<file path="src/rtl/mips_fetch_unit.sv">
// Instruction fetch and next-PC sequencer: imem req/ready on one side, valid/ack to the core.
// Optional macro FETCH_ALIGN_CHECK_EN flags and clears misaligned next-PC targets.
module mips_fetch_unit #(
  parameter logic [31:0] RESET_PC = 32'h0000_0000,
  parameter int unsigned WAIT_MAX = 16
) (
  input  logic        clk,
  input  logic        rst_n,
  output logic        imem_req,
  output logic [31:0] imem_addr,
  input  logic        imem_ready,
  input  logic [31:0] imem_rdata,
  output logic        inst_valid,
  output logic [31:0] inst,
  output logic [31:0] pc,
  output logic [31:0] pc_plus4,
  input  logic        inst_ack,
  input  logic        jump,
  input  logic        jr,
  input  logic        branch,
  input  logic        nequal,
  input  logic        bclt,
  input  logic        zero,
  input  logic        fp_cond,
  input  logic [31:0] rs_data,
  output logic        fetch_err,
  output logic        align_err
);

  typedef enum logic [1:0] {StIdle, StFetch, StRetry, StHold} state_e;

  localparam logic [7:0] WaitLast = 8'(WAIT_MAX - 1);

  state_e      state_q;
  logic [7:0]  wait_cnt_q;
  logic [31:0] pc_q;
  logic [31:0] inst_q;
  logic        inst_valid_q;
  logic        imem_req_q;
  logic        fetch_err_q;

  logic [31:0] br_target;
  logic [31:0] next_pc_raw;
  logic [31:0] next_pc_load;

  assign pc_plus4  = pc_q + 32'd4;
  assign br_target = pc_plus4 + {{14{inst_q[15]}}, inst_q[15:0], 2'b00};

  always_comb begin
    next_pc_raw = pc_plus4;
    if (jr) begin
      next_pc_raw = rs_data;
    end else if (jump) begin
      next_pc_raw = {pc_plus4[31:28], inst_q[25:0], 2'b00};
    end else if (bclt && (fp_cond == inst_q[16])) begin
      next_pc_raw = br_target;
    end else if (branch && (zero ^ nequal)) begin
      next_pc_raw = br_target;
    end
  end

`ifdef FETCH_ALIGN_CHECK_EN
  logic align_err_q;
  assign next_pc_load = {next_pc_raw[31:2], 2'b00};
  assign align_err    = align_err_q;

  // Only a jr target can carry low bits; flag it once the core commits to it.
  always_ff @(posedge clk or negedge rst_n) begin
    if (!rst_n) begin
      align_err_q <= 1'b0;
    end else if (state_q == StHold && inst_ack && (next_pc_raw[1:0] != 2'b00)) begin
      align_err_q <= 1'b1;
    end
  end
`else
  assign next_pc_load = next_pc_raw;
  assign align_err    = 1'b0;
`endif

  always_ff @(posedge clk or negedge rst_n) begin
    if (!rst_n) begin
      state_q      <= StIdle;
      wait_cnt_q   <= 8'd0;
      pc_q         <= RESET_PC;
      inst_q       <= 32'd0;
      inst_valid_q <= 1'b0;
      imem_req_q   <= 1'b0;
      fetch_err_q  <= 1'b0;
    end else begin
      case (state_q)
        StIdle: begin
          state_q    <= StFetch;
          imem_req_q <= 1'b1;
          wait_cnt_q <= 8'd0;
        end
        StFetch: begin
          if (imem_ready) begin
            inst_q       <= imem_rdata;
            inst_valid_q <= 1'b1;
            imem_req_q   <= 1'b0;
            wait_cnt_q   <= 8'd0;
            state_q      <= StHold;
          end else if (wait_cnt_q == WaitLast) begin
            imem_req_q  <= 1'b0;
            fetch_err_q <= 1'b1;
            wait_cnt_q  <= 8'd0;
            state_q     <= StRetry;
          end else begin
            wait_cnt_q <= wait_cnt_q + 8'd1;
          end
        end
        StRetry: begin
          imem_req_q <= 1'b1;
          wait_cnt_q <= 8'd0;
          state_q    <= StFetch;
        end
        StHold: begin
          if (inst_ack) begin
            pc_q         <= next_pc_load;
            inst_valid_q <= 1'b0;
            imem_req_q   <= 1'b1;
            state_q      <= StFetch;
          end
        end
        default: begin
          imem_req_q <= 1'b0;
          state_q    <= StIdle;
        end
      endcase
    end
  end

  assign imem_req   = imem_req_q;
  assign imem_addr  = pc_q;
  assign inst_valid = inst_valid_q;
  assign inst       = inst_q;
  assign pc         = pc_q;
  assign fetch_err  = fetch_err_q;

endmodule

</file>
<file path="config.mk">
export PLATFORM = sky130hd
export DESIGN_NAME = mips_fetch_unit
export DESIGN_NICKNAME = d
export VERILOG_FILES = /design/src/rtl/mips_fetch_unit.sv
export SDC_FILE = /design/constraint.sdc
export NUM_CORES = 1
export LEC_CHECK = 0
export BUFFER_PORTS_ARGS = -buffer_cell sky130_fd_sc_hd__buf_2
export CAP_MARGIN = 20
export CORE_ASPECT_RATIO = 0.8
export CORE_UTILIZATION = 52
export CTS_CLUSTER_SIZE = 8
export DETAILED_ROUTE_END_ITERATION = 10
export GPL_ROUTABILITY_DRIVEN = 1
export HOLD_SLACK_MARGIN = 0.08
export PLACE_DENSITY = 0.82
export REMOVE_ABC_BUFFERS = 1
export SLEW_MARGIN = 20
export SYNTH_ARGS = -nofsm -noshare
export SYNTH_HDL_FRONTEND = slang
export SYNTH_SLANG_ARGS = --single-unit
</file>
<file path="constraint.sdc">
create_clock -name clk -period 3.52 [get_ports clk]
set_input_delay 0.528 -clock clk [delete_from_list [all_inputs] [get_ports clk]]
set_output_delay 0.528 -clock clk [all_outputs]
set_load 0.01 [all_outputs]
</file>
==> summary.txt <==
Routing
  • Vias: 6658
  • Number of iterations in the first detailed-routing pass: 5
  • Via/cell ratio: between 6 and 7
  • Routed len/inst: 19.2 um
  • DRT iter0 DRCs: 624
  • WL final: roughly 21000 um
  • Post-DRT Antenna Nets: 0
  • DRC Markers: 0

STA
  • Final Skew: approximately 0.0063 ns
  • Min Clock Period, post-route: between 3 and 4 ns
  • Max Slew Vio Count: 0
  • Least-Margin Pin Slew: between 0.7 and 0.8 ns
  • Final cycle utilization of the critical path: 96.6%
  • Slew HR: 46.5%
  • Fmax: 0.294 GHz
  • RSZ-0062 raised after global routing: true
  • Final number of hold-violating endpoints: 0
  • Final setup fails: 0

Logic synthesis
  • Ys flop type: dfrtp_1
  • Syn avg cell area: 8.52 um^2
  • EDFF count, synth: 0
  • Top-count cell post-synth: dfrtp_1
  • Area of the mapped netlist: 6250 um^2
  • Part of the Yosys area used for sequential elements: 30.8%
  • Top post-synthesis cells by count: 77 x dfrtp_1, 74 x nand2_1, 55 x a21oi_1
  • Ys Warns: 0
  • Area leader, netlist: dfrtp_1
  • Area fraction of the dominant cell type after synthesis: a little under a third
  • Netlist cell types: between 60 and 70
  • Syn Inst Count: 733
  • FFs w/ async S/R, synth: 100%
  • Main area contributors after synthesis: dfrtp_1 31%, ha_1 7.4%, mux2_2 5.8%, xnor2_1 4.9%, nand2_1 4.4%
  • Flops & latches, synth: 77

Pwr
  • Internal power: 3430 uW
  • VDD IR-drop max: 367 uV
  • Pwr Density: 779 nW/um^2
  • Sw Ratio: 45.5%
  • P_sw: 2860 uW
  • Sequential Power Share: 22.2%
  • Logic pwr share: around 63%
  • P_leak: 0.00392 uW
  • Clock share of power: 15.0%

Setup path
  • CP Launch Type: flip-flop
  • Worst path cell trace: ha_1 -> and3_2 -> and2_4 -> xor2_1 -> ha_2 -> and3_1 -> nand2_1 -> a211o_1 -> and3_1 -> xor2_1 -> a2111oi_0 -> a221oi_1 -> o21ai_1
  • Crit. End Element: flip-flop
  • CP max FO: 7
  • Worst EP arrival: 3.66 ns
  • Slowest stage delay, CP: 0.49 ns
  • Required @ worst endpoint: 3.78 ns
  • Setup Crit Path Kind: flip-flop to flip-flop
  • Slowest CP cell: a2111oi_0

Clock network
  • Clk slew on worst S/H paths: 0.06 ns
  • CTS tree: built
  • Clock Tree Root: clkbuf_16
  • CTS sink count: 77
  • Hold buffers post-CTS: 0
  • Worst-case clock buffer depth: 2
  • Clock network latency to the later pin of the worst-skew pair: about 0.34 ns
  • Htree depth: 3
  • Num CTS Buffers: 9

Finish
  • Final Core Density: 69.5%
  • Share of layout cells above drive strength 1: a little under two fifths
  • Post-Layout Cell Count: 1100
  • # diodes: 0
  • Area growth, synth to finish: 29.1%
  • Filler cells: roughly 940
  • Nets@finish: around 1100

Global route
  • Grt ovf: 0
  • First-pass GRT wire length: 33100 um
  • Total Routing Usage GR: between 30% and 40%
  • Vias in the first global route: 6115
  • Initial antenna violation count: 1
  • Largest net degree at the start of global routing: 78

Floorplanning
  • Die height: 100 um
  • I/O Pins: 207
  • Core Region: 11600 um^2
  • # rows: 35
  • Chip width: 125 um
  • Die ar.: 12500 um^2
  • Initial Utilization: 53.8%

Worst hold path
  • Hold Path Class: input pin to asynchronous set/reset pin

Placement
  • Post-DP HPWL: 15700 um
  • IO buf count: 205
  • Final GP Congestion: 0.989
  • Inst Count DP: between 1000 and 1500

Outcome
  • Status: finished clean

Flow run
  • Max cap viols: 0
## cell families (layout without fill, tap and decap cells)
| family | after synthesis | after routing | synth area share [%] |
|---|---|---|---|
| compound gates | 210 | 210 | 21.6 |
| xor+xnor | 56 | 56 | 7.85 |
| fa+ha+maj | 38 | 38 | 7.73 |
| buf+inv | 80 | 299 | 6.95 |
| flops | 77 | 77 | 30.8 |
| mux | 35 | 35 | 6.25 |
| other cells | 1 | 1 | 0.0600 |
| simple gates | 236 | 236 | 18.7 |
## routing by layer
layer  wire [um]  GRT usage (%)  up-vias
met1        9340           49.6     3190
met4         336           7.14        2
met3        2110           7.09       33
met2        9330           50.9      359
li1            -              -     3074
met5          13              0        -
## power by group through the flow
stage               logic (uW)  clock network (uW)  registers, uW
floorplan                 2080                   0           1550
global placement          3680                   0           1380
detailed placement        3690                   0           1390
CTS                       3720                 953           1380
global route              4270                 993           1430
finish                    3950                 944           1400
## path summary, 6_finish.rpt
check | start | endpoint | slack [ns] | cells after the start
min | rst_n | imem_addr[7] | 0.23 | 1
min in group clk | imem_rdata[22] | inst[22] | 0.42 | 2
min reg2reg | fetch_err | fetch_err | 0.47 | 1
max in group asynchronous | rst_n | imem_addr[14] | 2.79 | 1
max reg2reg | imem_addr[3] | imem_addr[13] | 0.12 | 13
max | imem_addr[3] | imem_addr[13] | 0.12 | 13
## worst max-delay path: cells and delay by family (launching register included)
kind | cells | cell delay [ns]
AOI/OAI and AO/OA | 4 | 1.03
xor gates and xnor gates | 2 | 0.28
adders and majority gates | 2 | 0.61
DFF | 1 | 0.45
and+or+nand+nor | 5 | 0.95
## per-stage QoR
stage / setup TNS, ns / hold WS (ns) / setup WS, ns / power (uW) / instance area, um^2
after floorplan: -0.150 / 0.232 / -0.0571 / 3630 / 5860
after global placement: 0 / 0.447 / 0.0280 / 5060 / 7560
after detailed placement: -0.0809 / 0.455 / -0.0809 / 5080 / 7560
after CTS: 0 / 0.386 / 0.00478 / 6050 / 7860
after global routing: -0.0710 / 0.289 / -0.0213 / 6690 / 8070
final: 0 / 0.229 / 0.118 / 6290 / 8070
## registers in the layout, summed over array words and instances, names as in the netlist
signal,flops
fetch_err,1
imem_addr,32
imem_req,1
inst,32
inst_valid,1
state_q,2
wait_cnt_q,8
## final cells by class
class / instances / area (um^2) / area share, %
Clock buffer: 10 / 229 / 2.84
Inverter: 11 / 41.3 / 0.512
Tap cell: 148 / 185 / 2.30
Sequential cell: 77 / 1930 / 23.9
Multi-Input combinational cell: 576 / 4080 / 50.6
Timing Repair Buffer: 273 / 1540 / 19.1
Clock inverter: 5 / 60.1 / 0.744
## layout by cell type (no fill, tap or decap), types with 6 or more instances in the layout
master / synthesis / layout
nand3_1: 30 / 30
nor3_1: 10 / 10
dfrtp_1: 77 / 75
clkbuf_16: 0 / 9
a221oi_1: 9 / 7
and4_1: 8 / 6
mux2_2: 32 / 32
nor2b_1: 10 / 10
o211ai_1: 9 / 9
buf_4: 35 / 68
nand2_1: 74 / 74
a21o_1: 16 / 16
buf_2: 2 / 204
xor2_1: 21 / 16
nand2b_1: 9 / 9
a21oi_1: 55 / 53
o21ai_0: 36 / 35
o21ai_1: 23 / 24
o21a_1: 6 / 6
nor2_1: 45 / 44
o22ai_1: 7 / 6
inv_1: 11 / 11
xnor2_1: 35 / 30
and3_1: 20 / 18
ha_1: 37 / 32
nand4_1: 11 / 11
## repair_timing
item | CTS | global route
pin swaps | 0 | 4
resized for setup | 1 | 37
setup endpoints to repair | 1 | 19
setup buffers | 0 | 3
No activity file was read; power rests on OpenSTA's default activity.
